[src/rtl/rs_alu_station_if.sv]
// rtl/rs_alu_station_if.sv - dispatch, CDB snoop and issue bundle of the ALU reservation station
interface rs_alu_station_if #(
    parameter int TAG_W = 4,
    parameter int XLEN  = 32,
    parameter int OP_W  = 6,
    parameter int NCDB  = 2
) ();
    logic                   disp_valid;
    logic                   disp_ready;
    logic [OP_W-1:0]        disp_op;
    logic                   disp_rj;
    logic                   disp_rk;
    logic [XLEN-1:0]        disp_vj;
    logic [XLEN-1:0]        disp_vk;
    logic                   disp_use_imm;
    logic [XLEN-1:0]        disp_imm;
    logic [TAG_W-1:0]       disp_tag;
    logic [NCDB-1:0]        cdb_valid;
    logic [NCDB*TAG_W-1:0]  cdb_tag;
    logic [NCDB*XLEN-1:0]   cdb_val;
    logic                   issue_valid;
    logic                   issue_ready;
    logic [OP_W-1:0]        issue_op;
    logic [XLEN-1:0]        issue_vj;
    logic [XLEN-1:0]        issue_vk;
    logic [XLEN-1:0]        issue_imm;
    logic [TAG_W-1:0]       issue_tag;

    modport master (
        output disp_valid, disp_op, disp_rj, disp_rk, disp_vj, disp_vk,
               disp_use_imm, disp_imm, disp_tag,
               cdb_valid, cdb_tag, cdb_val, issue_ready,
        input  disp_ready, issue_valid, issue_op, issue_vj, issue_vk,
               issue_imm, issue_tag
    );

    modport slave (
        input  disp_valid, disp_op, disp_rj, disp_rk, disp_vj, disp_vk,
               disp_use_imm, disp_imm, disp_tag,
               cdb_valid, cdb_tag, cdb_val, issue_ready,
        output disp_ready, issue_valid, issue_op, issue_vj, issue_vk,
               issue_imm, issue_tag
    );
endinterface

[src/rtl/rs_alu_station.sv]
// rtl/rs_alu_station.sv - ALU reservation station with CDB wakeup and registered issue stage
// Optional RS_CDB_BYPASS_EN: dispatch-cycle CDB match captures the broadcast value directly.
module rs_alu_station #(
    parameter int DEPTH = 16,
    parameter int TAG_W = 4,
    parameter int XLEN  = 32,
    parameter int OP_W  = 6,
    parameter int NCDB  = 2
) (
    input  logic                         clk,
    input  logic                         rst,
    input  logic                         i_rdy,
    input  logic                         i_flush,
    rs_alu_station_if.slave              bus,
    output logic [$clog2(DEPTH+1)-1:0]   o_count
);
    localparam int IDX_W = $clog2(DEPTH);
    localparam int CNT_W = $clog2(DEPTH+1);

    logic [DEPTH-1:0]   r_busy;
    logic [DEPTH-1:0]   r_rj;
    logic [DEPTH-1:0]   r_rk;
    logic [OP_W-1:0]    r_op  [DEPTH];
    logic [XLEN-1:0]    r_vj  [DEPTH];
    logic [XLEN-1:0]    r_vk  [DEPTH];
    logic [XLEN-1:0]    r_imm [DEPTH];
    logic [TAG_W-1:0]   r_tag [DEPTH];

    logic               r_issue_valid;
    logic [OP_W-1:0]    r_issue_op;
    logic [XLEN-1:0]    r_issue_vj;
    logic [XLEN-1:0]    r_issue_vk;
    logic [XLEN-1:0]    r_issue_imm;
    logic [TAG_W-1:0]   r_issue_tag;

    logic [CNT_W-1:0]   w_count;
    logic               w_disp_ready;
    logic               w_disp_fire;
    logic [IDX_W-1:0]   w_free_idx;
    logic [DEPTH-1:0]   w_ready;
    logic               w_sel_any;
    logic [IDX_W-1:0]   w_sel_idx;
    logic               w_issue_load;
    logic [DEPTH-1:0]   w_wj_hit;
    logic [DEPTH-1:0]   w_wk_hit;
    logic [XLEN-1:0]    w_wj_val [DEPTH];
    logic [XLEN-1:0]    w_wk_val [DEPTH];
    logic               w_d_rj;
    logic               w_d_rk;
    logic [XLEN-1:0]    w_d_vj;
    logic [XLEN-1:0]    w_d_vk;

    always_comb begin
        w_count = '0;
        for (int e = 0; e < DEPTH; e++) begin
            w_count = w_count + CNT_W'(r_busy[e]);
        end
    end

    assign w_disp_ready = (w_count < CNT_W'(DEPTH));
    assign w_disp_fire  = bus.disp_valid & w_disp_ready;
    assign w_ready      = r_busy & r_rj & r_rk;

    // Descending scans so the last assignment leaves the lowest matching index.
    always_comb begin
        w_free_idx = '0;
        for (int e = DEPTH-1; e >= 0; e--) begin
            if (!r_busy[e]) begin
                w_free_idx = IDX_W'(e);
            end
        end
    end

    always_comb begin
        w_sel_idx = '0;
        w_sel_any = 1'b0;
        for (int e = DEPTH-1; e >= 0; e--) begin
            if (w_ready[e]) begin
                w_sel_idx = IDX_W'(e);
                w_sel_any = 1'b1;
            end
        end
    end

    assign w_issue_load = (!r_issue_valid | bus.issue_ready) & w_sel_any;

    always_comb begin
        w_wj_hit = '0;
        w_wk_hit = '0;
        for (int e = 0; e < DEPTH; e++) begin
            w_wj_val[e] = '0;
            w_wk_val[e] = '0;
            for (int c = NCDB-1; c >= 0; c--) begin
                if (bus.cdb_valid[c] && (bus.cdb_tag[c*TAG_W +: TAG_W] == r_vj[e][TAG_W-1:0])) begin
                    w_wj_hit[e] = 1'b1;
                    w_wj_val[e] = bus.cdb_val[c*XLEN +: XLEN];
                end
                if (bus.cdb_valid[c] && (bus.cdb_tag[c*TAG_W +: TAG_W] == r_vk[e][TAG_W-1:0])) begin
                    w_wk_hit[e] = 1'b1;
                    w_wk_val[e] = bus.cdb_val[c*XLEN +: XLEN];
                end
            end
        end
    end

    always_comb begin
        w_d_rj = bus.disp_rj;
        w_d_vj = bus.disp_vj;
        w_d_rk = bus.disp_rk | bus.disp_use_imm;
        w_d_vk = bus.disp_use_imm ? '0 : bus.disp_vk;
`ifdef RS_CDB_BYPASS_EN
        for (int c = NCDB-1; c >= 0; c--) begin
            if (!bus.disp_rj && bus.cdb_valid[c] &&
                (bus.cdb_tag[c*TAG_W +: TAG_W] == bus.disp_vj[TAG_W-1:0])) begin
                w_d_rj = 1'b1;
                w_d_vj = bus.cdb_val[c*XLEN +: XLEN];
            end
            if (!bus.disp_rk && !bus.disp_use_imm && bus.cdb_valid[c] &&
                (bus.cdb_tag[c*TAG_W +: TAG_W] == bus.disp_vk[TAG_W-1:0])) begin
                w_d_rk = 1'b1;
                w_d_vk = bus.cdb_val[c*XLEN +: XLEN];
            end
        end
`endif
    end

    // Wakeup only touches busy entries and dispatch only a free one, so they never collide.
    always_ff @(posedge clk) begin
        if (rst) begin
            r_busy <= '0;
            r_rj   <= '0;
            r_rk   <= '0;
        end else if (i_rdy) begin
            if (i_flush) begin
                r_busy <= '0;
            end else begin
                for (int e = 0; e < DEPTH; e++) begin
                    if (r_busy[e] && !r_rj[e] && w_wj_hit[e]) begin
                        r_rj[e] <= 1'b1;
                        r_vj[e] <= w_wj_val[e];
                    end
                    if (r_busy[e] && !r_rk[e] && w_wk_hit[e]) begin
                        r_rk[e] <= 1'b1;
                        r_vk[e] <= w_wk_val[e];
                    end
                end
                if (w_issue_load) begin
                    r_busy[w_sel_idx] <= 1'b0;
                end
                if (w_disp_fire) begin
                    r_busy[w_free_idx] <= 1'b1;
                    r_rj[w_free_idx]   <= w_d_rj;
                    r_rk[w_free_idx]   <= w_d_rk;
                    r_vj[w_free_idx]   <= w_d_vj;
                    r_vk[w_free_idx]   <= w_d_vk;
                    r_op[w_free_idx]   <= bus.disp_op;
                    r_imm[w_free_idx]  <= bus.disp_imm;
                    r_tag[w_free_idx]  <= bus.disp_tag;
                end
            end
        end
    end

    always_ff @(posedge clk) begin
        if (rst) begin
            r_issue_valid <= 1'b0;
            r_issue_op    <= '0;
            r_issue_vj    <= '0;
            r_issue_vk    <= '0;
            r_issue_imm   <= '0;
            r_issue_tag   <= '0;
        end else if (i_rdy) begin
            if (i_flush) begin
                r_issue_valid <= 1'b0;
            end else if (w_issue_load) begin
                r_issue_valid <= 1'b1;
                r_issue_op    <= r_op[w_sel_idx];
                r_issue_vj    <= r_vj[w_sel_idx];
                r_issue_vk    <= r_vk[w_sel_idx];
                r_issue_imm   <= r_imm[w_sel_idx];
                r_issue_tag   <= r_tag[w_sel_idx];
            end else if (bus.issue_ready) begin
                r_issue_valid <= 1'b0;
            end
        end
    end

    assign bus.disp_ready  = w_disp_ready;
    assign bus.issue_valid = r_issue_valid;
    assign bus.issue_op    = r_issue_op;
    assign bus.issue_vj    = r_issue_vj;
    assign bus.issue_vk    = r_issue_vk;
    assign bus.issue_imm   = r_issue_imm;
    assign bus.issue_tag   = r_issue_tag;
    assign o_count         = w_count;
endmodule
[src/flat_wrapper.sv]
// flat-port wrapper written by rule: the top's interface ports become plain ports
module rs_alu_station_flat 
#(
    parameter int DEPTH = 16,
    parameter int TAG_W = 4,
    parameter int XLEN  = 32,
    parameter int OP_W  = 6,
    parameter int NCDB  = 2
)
  (clk, rst, i_rdy, i_flush, o_count, bus_disp_valid, bus_disp_op, bus_disp_rj, bus_disp_rk, bus_disp_vj, bus_disp_vk, bus_disp_use_imm, bus_disp_imm, bus_disp_tag, bus_cdb_valid, bus_cdb_tag, bus_cdb_val, bus_issue_ready, bus_disp_ready, bus_issue_valid, bus_issue_op, bus_issue_vj, bus_issue_vk, bus_issue_imm, bus_issue_tag);
  rs_alu_station_if #(.TAG_W(TAG_W), .XLEN(XLEN), .OP_W(OP_W), .NCDB(NCDB)) bus_i ();
  input  logic clk;
  input  logic rst;
  input  logic i_rdy;
  input  logic i_flush;
  output logic [$clog2(DEPTH+1)-1:0] o_count;
  input wire logic [$bits(bus_i.disp_valid)-1:0] bus_disp_valid;
  input wire logic [$bits(bus_i.disp_op)-1:0] bus_disp_op;
  input wire logic [$bits(bus_i.disp_rj)-1:0] bus_disp_rj;
  input wire logic [$bits(bus_i.disp_rk)-1:0] bus_disp_rk;
  input wire logic [$bits(bus_i.disp_vj)-1:0] bus_disp_vj;
  input wire logic [$bits(bus_i.disp_vk)-1:0] bus_disp_vk;
  input wire logic [$bits(bus_i.disp_use_imm)-1:0] bus_disp_use_imm;
  input wire logic [$bits(bus_i.disp_imm)-1:0] bus_disp_imm;
  input wire logic [$bits(bus_i.disp_tag)-1:0] bus_disp_tag;
  input wire logic [$bits(bus_i.cdb_valid)-1:0] bus_cdb_valid;
  input wire logic [$bits(bus_i.cdb_tag)-1:0] bus_cdb_tag;
  input wire logic [$bits(bus_i.cdb_val)-1:0] bus_cdb_val;
  input wire logic [$bits(bus_i.issue_ready)-1:0] bus_issue_ready;
  output wire logic [$bits(bus_i.disp_ready)-1:0] bus_disp_ready;
  output wire logic [$bits(bus_i.issue_valid)-1:0] bus_issue_valid;
  output wire logic [$bits(bus_i.issue_op)-1:0] bus_issue_op;
  output wire logic [$bits(bus_i.issue_vj)-1:0] bus_issue_vj;
  output wire logic [$bits(bus_i.issue_vk)-1:0] bus_issue_vk;
  output wire logic [$bits(bus_i.issue_imm)-1:0] bus_issue_imm;
  output wire logic [$bits(bus_i.issue_tag)-1:0] bus_issue_tag;
  assign bus_i.disp_valid = bus_disp_valid;
  assign bus_i.disp_op = bus_disp_op;
  assign bus_i.disp_rj = bus_disp_rj;
  assign bus_i.disp_rk = bus_disp_rk;
  assign bus_i.disp_vj = bus_disp_vj;
  assign bus_i.disp_vk = bus_disp_vk;
  assign bus_i.disp_use_imm = bus_disp_use_imm;
  assign bus_i.disp_imm = bus_disp_imm;
  assign bus_i.disp_tag = bus_disp_tag;
  assign bus_i.cdb_valid = bus_cdb_valid;
  assign bus_i.cdb_tag = bus_cdb_tag;
  assign bus_i.cdb_val = bus_cdb_val;
  assign bus_i.issue_ready = bus_issue_ready;
  assign bus_disp_ready = bus_i.disp_ready;
  assign bus_issue_valid = bus_i.issue_valid;
  assign bus_issue_op = bus_i.issue_op;
  assign bus_issue_vj = bus_i.issue_vj;
  assign bus_issue_vk = bus_i.issue_vk;
  assign bus_issue_imm = bus_i.issue_imm;
  assign bus_issue_tag = bus_i.issue_tag;
  rs_alu_station #(.DEPTH(DEPTH), .TAG_W(TAG_W), .XLEN(XLEN), .OP_W(OP_W), .NCDB(NCDB)) u_core (.clk(clk), .rst(rst), .i_rdy(i_rdy), .i_flush(i_flush), .bus(bus_i), .o_count(o_count));
endmodule
[config.mk]
export PLATFORM = sky130hd
export DESIGN_NAME = rs_alu_station_flat
export DESIGN_NICKNAME = d
export VERILOG_FILES = /design/src/rtl/rs_alu_station_if.sv /design/src/rtl/rs_alu_station.sv /design/src/flat_wrapper.sv
export SDC_FILE = /design/constraint.sdc
export NUM_CORES = 2
export LEC_CHECK = 0
export CAP_MARGIN = 20
export CORE_MARGIN = 3
export CORE_UTILIZATION = 25
export DETAILED_ROUTE_END_ITERATION = 10
export HOLD_SLACK_MARGIN = 0.03
export PLACE_DENSITY = 0.47
export REMOVE_ABC_BUFFERS = 1
export SETUP_SLACK_MARGIN = 0.5
export SLEW_MARGIN = 15
export SYNTH_ARGS = -nofsm -noshare
export SYNTH_HDL_FRONTEND = slang
export SYNTH_SLANG_ARGS = --single-unit
[constraint.sdc]
create_clock -name clk -period 8.8 [get_ports clk]
set_input_delay 1.76 -clock clk [delete_from_list [all_inputs] [get_ports clk]]
set_output_delay 1.76 -clock clk [all_outputs]
set_load 0.02 [all_outputs]
# Word level (Yosys, flattened, before mapping)
# Memories as Yosys holds them, arrays and structs flattened. A register that Yosys moved wholly into a read port is not among the register bits.
# Index checks and enable logic that the tools add are counted.
dict set report word_totals {
  reg_bits 49
  ram_bits 1696
  input_bits 189
  output_inout_bits 113
  wordCells 757
  memories 5
}
dict set report op_classes {
  add_sub_neg 15
  magnitude_cmp 5
  n_eq_ne 64
  n_mux 487
  bitwise_logic 10
  reduce_logical 167
}
# memory words word_bits rd rd_clocked_by_memory_dff wr line
set mem_list {}
lappend mem_list {u_core.r_imm 16 32 1 1 1 rs_alu_station.sv:26} ;# logic [XLEN-1:0] r_imm [DEPTH];
lappend mem_list {u_core.r_vj 16 32 17 1 17 rs_alu_station.sv:24} ;# logic [XLEN-1:0] r_vj [DEPTH];
lappend mem_list {u_core.r_vk 16 32 17 1 17 rs_alu_station.sv:25} ;# logic [XLEN-1:0] r_vk [DEPTH];
lappend mem_list {u_core.r_op 16 6 1 1 1 rs_alu_station.sv:23} ;# logic [OP_W-1:0] r_op [DEPTH];
lappend mem_list {u_core.r_tag 16 4 1 1 1 rs_alu_station.sv:27} ;# logic [TAG_W-1:0] r_tag [DEPTH];
# cell n
set op_table {}
lappend op_table {{32-bit two-way mux} 65}
lappend op_table {{1-bit two-way mux} 378}
lappend op_table {{4-bit == test} 64}
lappend op_table {{1-bit logical AND} 130}
lappend op_table {{16-bit two-way mux} 8}
lappend op_table {{4-bit two-way mux} 32}
lappend op_table {{5-bit by 1-bit adder with 5-bit output} 14}
lappend op_table {{16-bit bitwise AND} 3}
lappend op_table {{1-bit logical NOT} 33}
lappend op_table {{16-bit bitwise mux} 2}
lappend op_table {{16-bit inverter} 1}
lappend op_table {{16-bit bitwise OR} 1}
lappend op_table {{4-bit by 5-bit less-than comparator with 1-bit output (second input constant)} 2}
lappend op_table {{1-bit demux with 4-bit select} 2}
lappend op_table {{4-bit by 1-bit >= comparator with 1-bit output (second input constant)} 2}
lappend op_table {{5-bit less-than comparator (second input constant)} 1}
lappend op_table {{2-bit AND reduction} 2}
lappend op_table {{3-bit AND reduction} 1}
lappend op_table {{3-bit nonzero test} 1}
lappend op_table {{1-bit by 1-bit adder with 2-bit output} 1}
lappend op_table {{1-bit bitwise AND} 2}
lappend op_table {{1-bit bitwise OR} 2}
lappend op_table {{1-bit inverter} 1}

# Longest topological paths before layout
dict set report depth {
  depth_word 31
  mapped_depth 20
  depth_no_buf 18
}

# Worst setup path after synthesis
# No wires, ideal clock.
dict set report synth_timing {
  kind {register to register}
  from {reg u_core.r_busy[1]}
  to {mem u_core.r_imm[14][0] (enable)}
  t_arrival_ns 6.200
  setup_slack_ns 2.177
  path_stages_with_launch 18
  cell_sequence {dfxtp_1 > ha_1 > inv_1 > fa_1 > fa_1 > fa_1 > fa_1 > inv_1 > fa_1 > fa_1 > a21o_1 > nand2_1 > nand3_1 > nor2_1 > nand3b_1 > nor3_1 > clkbuf_1 > clkbuf_1}
}
dict set report synth_between {
  elab_chain_len 22
  elab_cells_between_ends 24
}
# item line
set synth_rtl {}
lappend synth_rtl {{start: declaration} rs_alu_station.sv:20} ;# logic [DEPTH-1:0] r_busy;
lappend synth_rtl {{start signal: assignment} rs_alu_station.sv:130} ;# r_busy <= '0;
lappend synth_rtl {{start signal: assignment} rs_alu_station.sv:135} ;# r_busy <= '0;
lappend synth_rtl {{start signal: indexed assignment} rs_alu_station.sv:148} ;# r_busy[w_sel_idx] <= 1'b0;
lappend synth_rtl {{1-bit by 1-bit adder with 2-bit output} rs_alu_station.sv:56} ;# w_count = w_count + CNT_W'(r_busy[e]);
lappend synth_rtl {{5-bit by 1-bit adder with 5-bit output (14 in a row)} rs_alu_station.sv:56}
lappend synth_rtl {{5-bit less-than comparator} rs_alu_station.sv:60} ;# assign w_disp_ready = (w_count < CNT_W'(DEPTH));
lappend synth_rtl {{named net bus_disp_ready} flat_wrapper.sv:30} ;# output wire logic [$bits(bus_i.disp_ready)-1:0] bus_disp_ready;
lappend synth_rtl {{1-bit bitwise AND} rs_alu_station.sv:61} ;# assign w_disp_fire = bus.disp_valid & w_disp_ready;
lappend synth_rtl {{1-bit two-way mux} rs_alu_station.sv:150} ;# if (w_disp_fire) begin
lappend synth_rtl {{1-bit two-way mux} rs_alu_station.sv:134} ;# if (i_flush) begin
lappend synth_rtl {{1-bit two-way mux} rs_alu_station.sv:133} ;# end else if (i_rdy) begin
lappend synth_rtl {{1-bit two-way mux} rs_alu_station.sv:129} ;# if (rst) begin
lappend synth_rtl {{1-bit two-way mux (not written as such)} rs_alu_station.sv:157} ;# r_imm[w_free_idx] <= bus.disp_imm;
lappend synth_rtl {{end: declaration} rs_alu_station.sv:26}
# The timed path passes the listed nets, and every way through them passes these cells.

# Worst setup path after layout
dict set report layout_timing {
  from {reg u_core.r_busy[0]}
  to {out bus_disp_ready}
}
dict set report layout_between {
  elab_chain_len 16
}
# item line
set layout_rtl {}
lappend layout_rtl {{1-bit by 1-bit adder with 2-bit output} rs_alu_station.sv:56}
lappend layout_rtl {{5-bit by 1-bit adder with 5-bit output (14 in a row)} rs_alu_station.sv:56}
lappend layout_rtl {{5-bit less-than comparator} rs_alu_station.sv:60}
lappend layout_rtl {{end: declaration} flat_wrapper.sv:30}
# Every way passes these cells.

==> impl_metrics.tcl <==
set metrics [dict create \
    outcome "completed" \
    slew_violations 0 \
    leakagePower_nw 31.4 \
    relSlewSlack 0.144 \
    crit_start "u_core.r_busy[0]" \
    dieArea_um2 400000 \
    grt_overflow_total 0 \
    cap_violations 0 \
    required_ns 7.04 \
    synth_cells 8544 \
    via_count 79700 \
    finalSetupTns_ns 0 \
    hold_viol 0 \
    grt_max_degree 139 \
    synthSimpleGateAreaFrac 0.0807 \
    cts_sinks 1851 \
    tritoncts "built" \
    power_density_nw_per_um2 171 \
    reg2reg_slack_ns 1.52 \
    yosys.area.top_type "edfxtp_1" \
    synth_cell_type_count 80 \
    worstSetupEndpoint "bus_disp_ready" \
    grt_pass1_vias 76700 \
    reg2reg_depth 17 \
    setup-violations-final 0 \
    cp.arrival_ns 6.00 \
    slowest_delay_ns 0.72 \
    drc 0 \
    grt_antenna_before_repair 53 \
    post_cts_buffers 0 \
    clkLatencyLatePin_ns 0.93 \
    detail_route.wl_per_cell_um 35.0 \
    port_buffers 301 \
    ir_drop_mv 0.180 \
    grt_util_all_layers 0.231 \
    core_area_um2 390000 \
    synthAdderAreaFrac 0.00268 \
    rr_endpoint "u_core.r_vj[13][12]" \
    worstSetupPathType "reg2out" \
    end_kind "primary output" \
    tritoncts.num_buffers 214 \
    layout_setup_ws_ns 1.04 \
    path_delay_family "adder cells" \
    cts_buffer_depth 4 \
    wirelength_um 481000 \
    syn-cell-area_um2 98200 \
    crit_path_start_kind "flop" \
    critPathSlowestCell "clkdlybuf4s50_1" \
    ys_warn_count 0 \
    fin_crit_sh 0.882 \
    placementRows 229 \
    synth-xor-area-share 0.0230 \
    postCtsHoldBufs 0 \
    path_common_cell "fa_1" \
    final_layout_size_suffix_gt1_frac 0.0959 \
    path_depth 12 \
    synth_top_area_frac 0.519 \
    synth_edf_count 1696 \
    hp-class "reg2reg" \
    ys_top_cells_by_area "edfxtp_1 52%, mux2i_1 12%, o31ai_1 7.9%" \
    cts.reportedPaths.clkPinSlew_ns 0.06 \
    crit_fanout 10 \
    grt_pass1_wl_um 650000 \
    cp_cell_sequence "ha_1, inv_1, fa_1, fa_1, fa_1, fa_1, inv_1, fa_1, fa_1, a21o_1, nand2_1, clkdlybuf4s50_1" \
    r2r_start "u_core.r_busy[0]" \
    viasPerCell 5.80 \
    globalplace.congestion 0.912 \
    worst_pin_slew_ns 1.28 \
    synth_compound_area_frac 0.179 \
    cts_resized 0 \
    ioPinCount 302 \
    drtIter0Drc 11700 \
    die_x_um 633 \
    synth_top_family_by_area "compound AO/OA/AOI/OAI gates" \
    die_h_um 633 \
    ant_nets 0 \
    dp_slack_ns 1.71 \
    synthArstFlopShare 0 \
    finClkSkew_ns 0.0657 \
    syn_area_per_cell_um2 11.5 \
    htreeDepth 4 \
    dp_hpwl_um 267000 \
    initial_core_util 0.252 \
    area_growth_syn_to_layout_pct 16.7 \
    cts_root_buffer "clkbuf_16" \
    muxShareOfSynthArea 0.119 \
    fin_nets 8542 \
    cp_num_buf_inv 3 \
    dr.pass1.iters 8 \
    max_freq_mhz 129 \
    yosys_register_bits 1851 \
    period_needed_ns 7.76 \
    synthFlopType "edfxtp_1" \
    rsz0062_at_grt "false" \
    ys_seq_area_frac 0.550 \
]
-- flip-flops by register name, indices dropped and copies added (netlist names) --
register	flops
u_core.r_imm	512
u_core.r_vj	512
u_core.r_vk	512
u_core.r_op	96
u_core.r_tag	64
u_core.bus.issue_imm	32
u_core.bus.issue_vj	32
u_core.bus.issue_vk	32
u_core.r_busy	16
u_core.r_rj	16
u_core.r_rk	16
u_core.bus.issue_op	6
u_core.bus.issue_tag	4
u_core.bus.issue_valid	1
-- worst min path at each step --
stage,from,to,slack (ns),cells after the start
2_1_floorplan,u_core.r_rk[10],u_core.r_rk[10],0.46,2
3_3_place_gp,u_core.bus.issue_valid,u_core.bus.issue_valid,0.46,2
3_5_place_dp,u_core.bus.issue_valid,u_core.bus.issue_valid,0.47,2
4_1_cts,u_core.bus.issue_valid,u_core.bus.issue_valid,0.48,2
5_1_grt,u_core.bus.issue_valid,u_core.bus.issue_valid,0.52,2
6_report,u_core.bus.issue_valid,u_core.bus.issue_valid,0.47,2
-- layout make-up --
cell class / instances / area (µm²)
antenna: 22 / 55.1
sequential: 1851 / 54000
tap: 5197 / 6500
timing repair buffer: 648 / 6040
fill: 39400 / 275000
inverter: 49 / 184
multi-input combinational: 5574 / 41000
clock inverter: 86 / 802
clock buffer: 310 / 5940
-- per-stage QoR --
stage	cell area [µm²]	total power, mW	std cells	utilization	hold WS (ns)
after floorplan	93900	10.2	7474	-	0.458
after global routing	114000	20.1	13700	0.294	0.517
after global placement	108000	10.9	13300	0.276	0.464
final	115000	19.6	13700	0.294	0.474
after detailed placement	108000	10.9	13300	0.276	0.470
after CTS	114000	19.7	13700	0.293	0.480
-- cell usage in the layout, fill, tap and decap left out, types with 65 or more instances in the layout --
cell type and count:
a31oi_1 78, clkbuf_16 215, o31ai_1 1035, a311oi_1 83
nand2_1 1204, xor2_1 193, xnor2_1 65, o21ai_0 109
a21oi_1 90, clkbuf_1 75, a22oi_1 289, nor3_1 97
mux2i_1 1158, a222oi_1 67, nor2_1 176, buf_4 313
clkdlybuf4s50_1 290, edfxtp_1 1696, a211oi_1 65, dfxtp_1 155
-- routing by layer --
layer | GRT usage | vias to the layer above | part of all wire
met5 | 0 | - | 0.00031
met4 | 0.105 | 22 | 0.051
met3 | 0.0551 | 1107 | 0.11
met2 | 0.359 | 5505 | 0.44
met1 | 0.302 | 40500 | 0.40
li1 | - | 32600 | -
-- cells by family after synthesis --
| group | Yosys count |
|---|---|
| simple gates | 1819 |
| mux | 1165 |
| buf+inv | 1119 |
| fa+ha+maj | 15 |
| flops | 1851 |
| xor+xnor | 258 |
| compound gates | 2317 |
-- power breakdown --
group / leakage [nW] / switching, mW / internal [mW]
sequential: 15.0 / 0.00469 / 9.55
combinational: 13.1 / 0.858 / 0.344
clock: 3.27 / 3.88 / 5.00
-- worst min-delay path, delay by kind of cell, from the launching register on --
kind,cells,cell delay [ns]
AO/OA/AOI/OAI,1,0.05
AND/OR/NAND/NOR,1,0.06
flip-flops,1,0.32
-- synth_stat cells, types with 65 or more instances --
cell type	count
a211oi_1	65
a21oi_1	100
a222oi_1	67
a22oi_1	289
a311oi_1	83
a31oi_1	111
and2_1	65
buf_2	211
clkbuf_1	815
dfxtp_1	155
edfxtp_1	1696
mux2i_1	1158
nand2_1	1205
nor2_1	208
nor3_1	113
o21ai_0	109
o31ai_1	1035
xnor2_1	65
xor2_1	193
(Power assumes the default switching activity.)
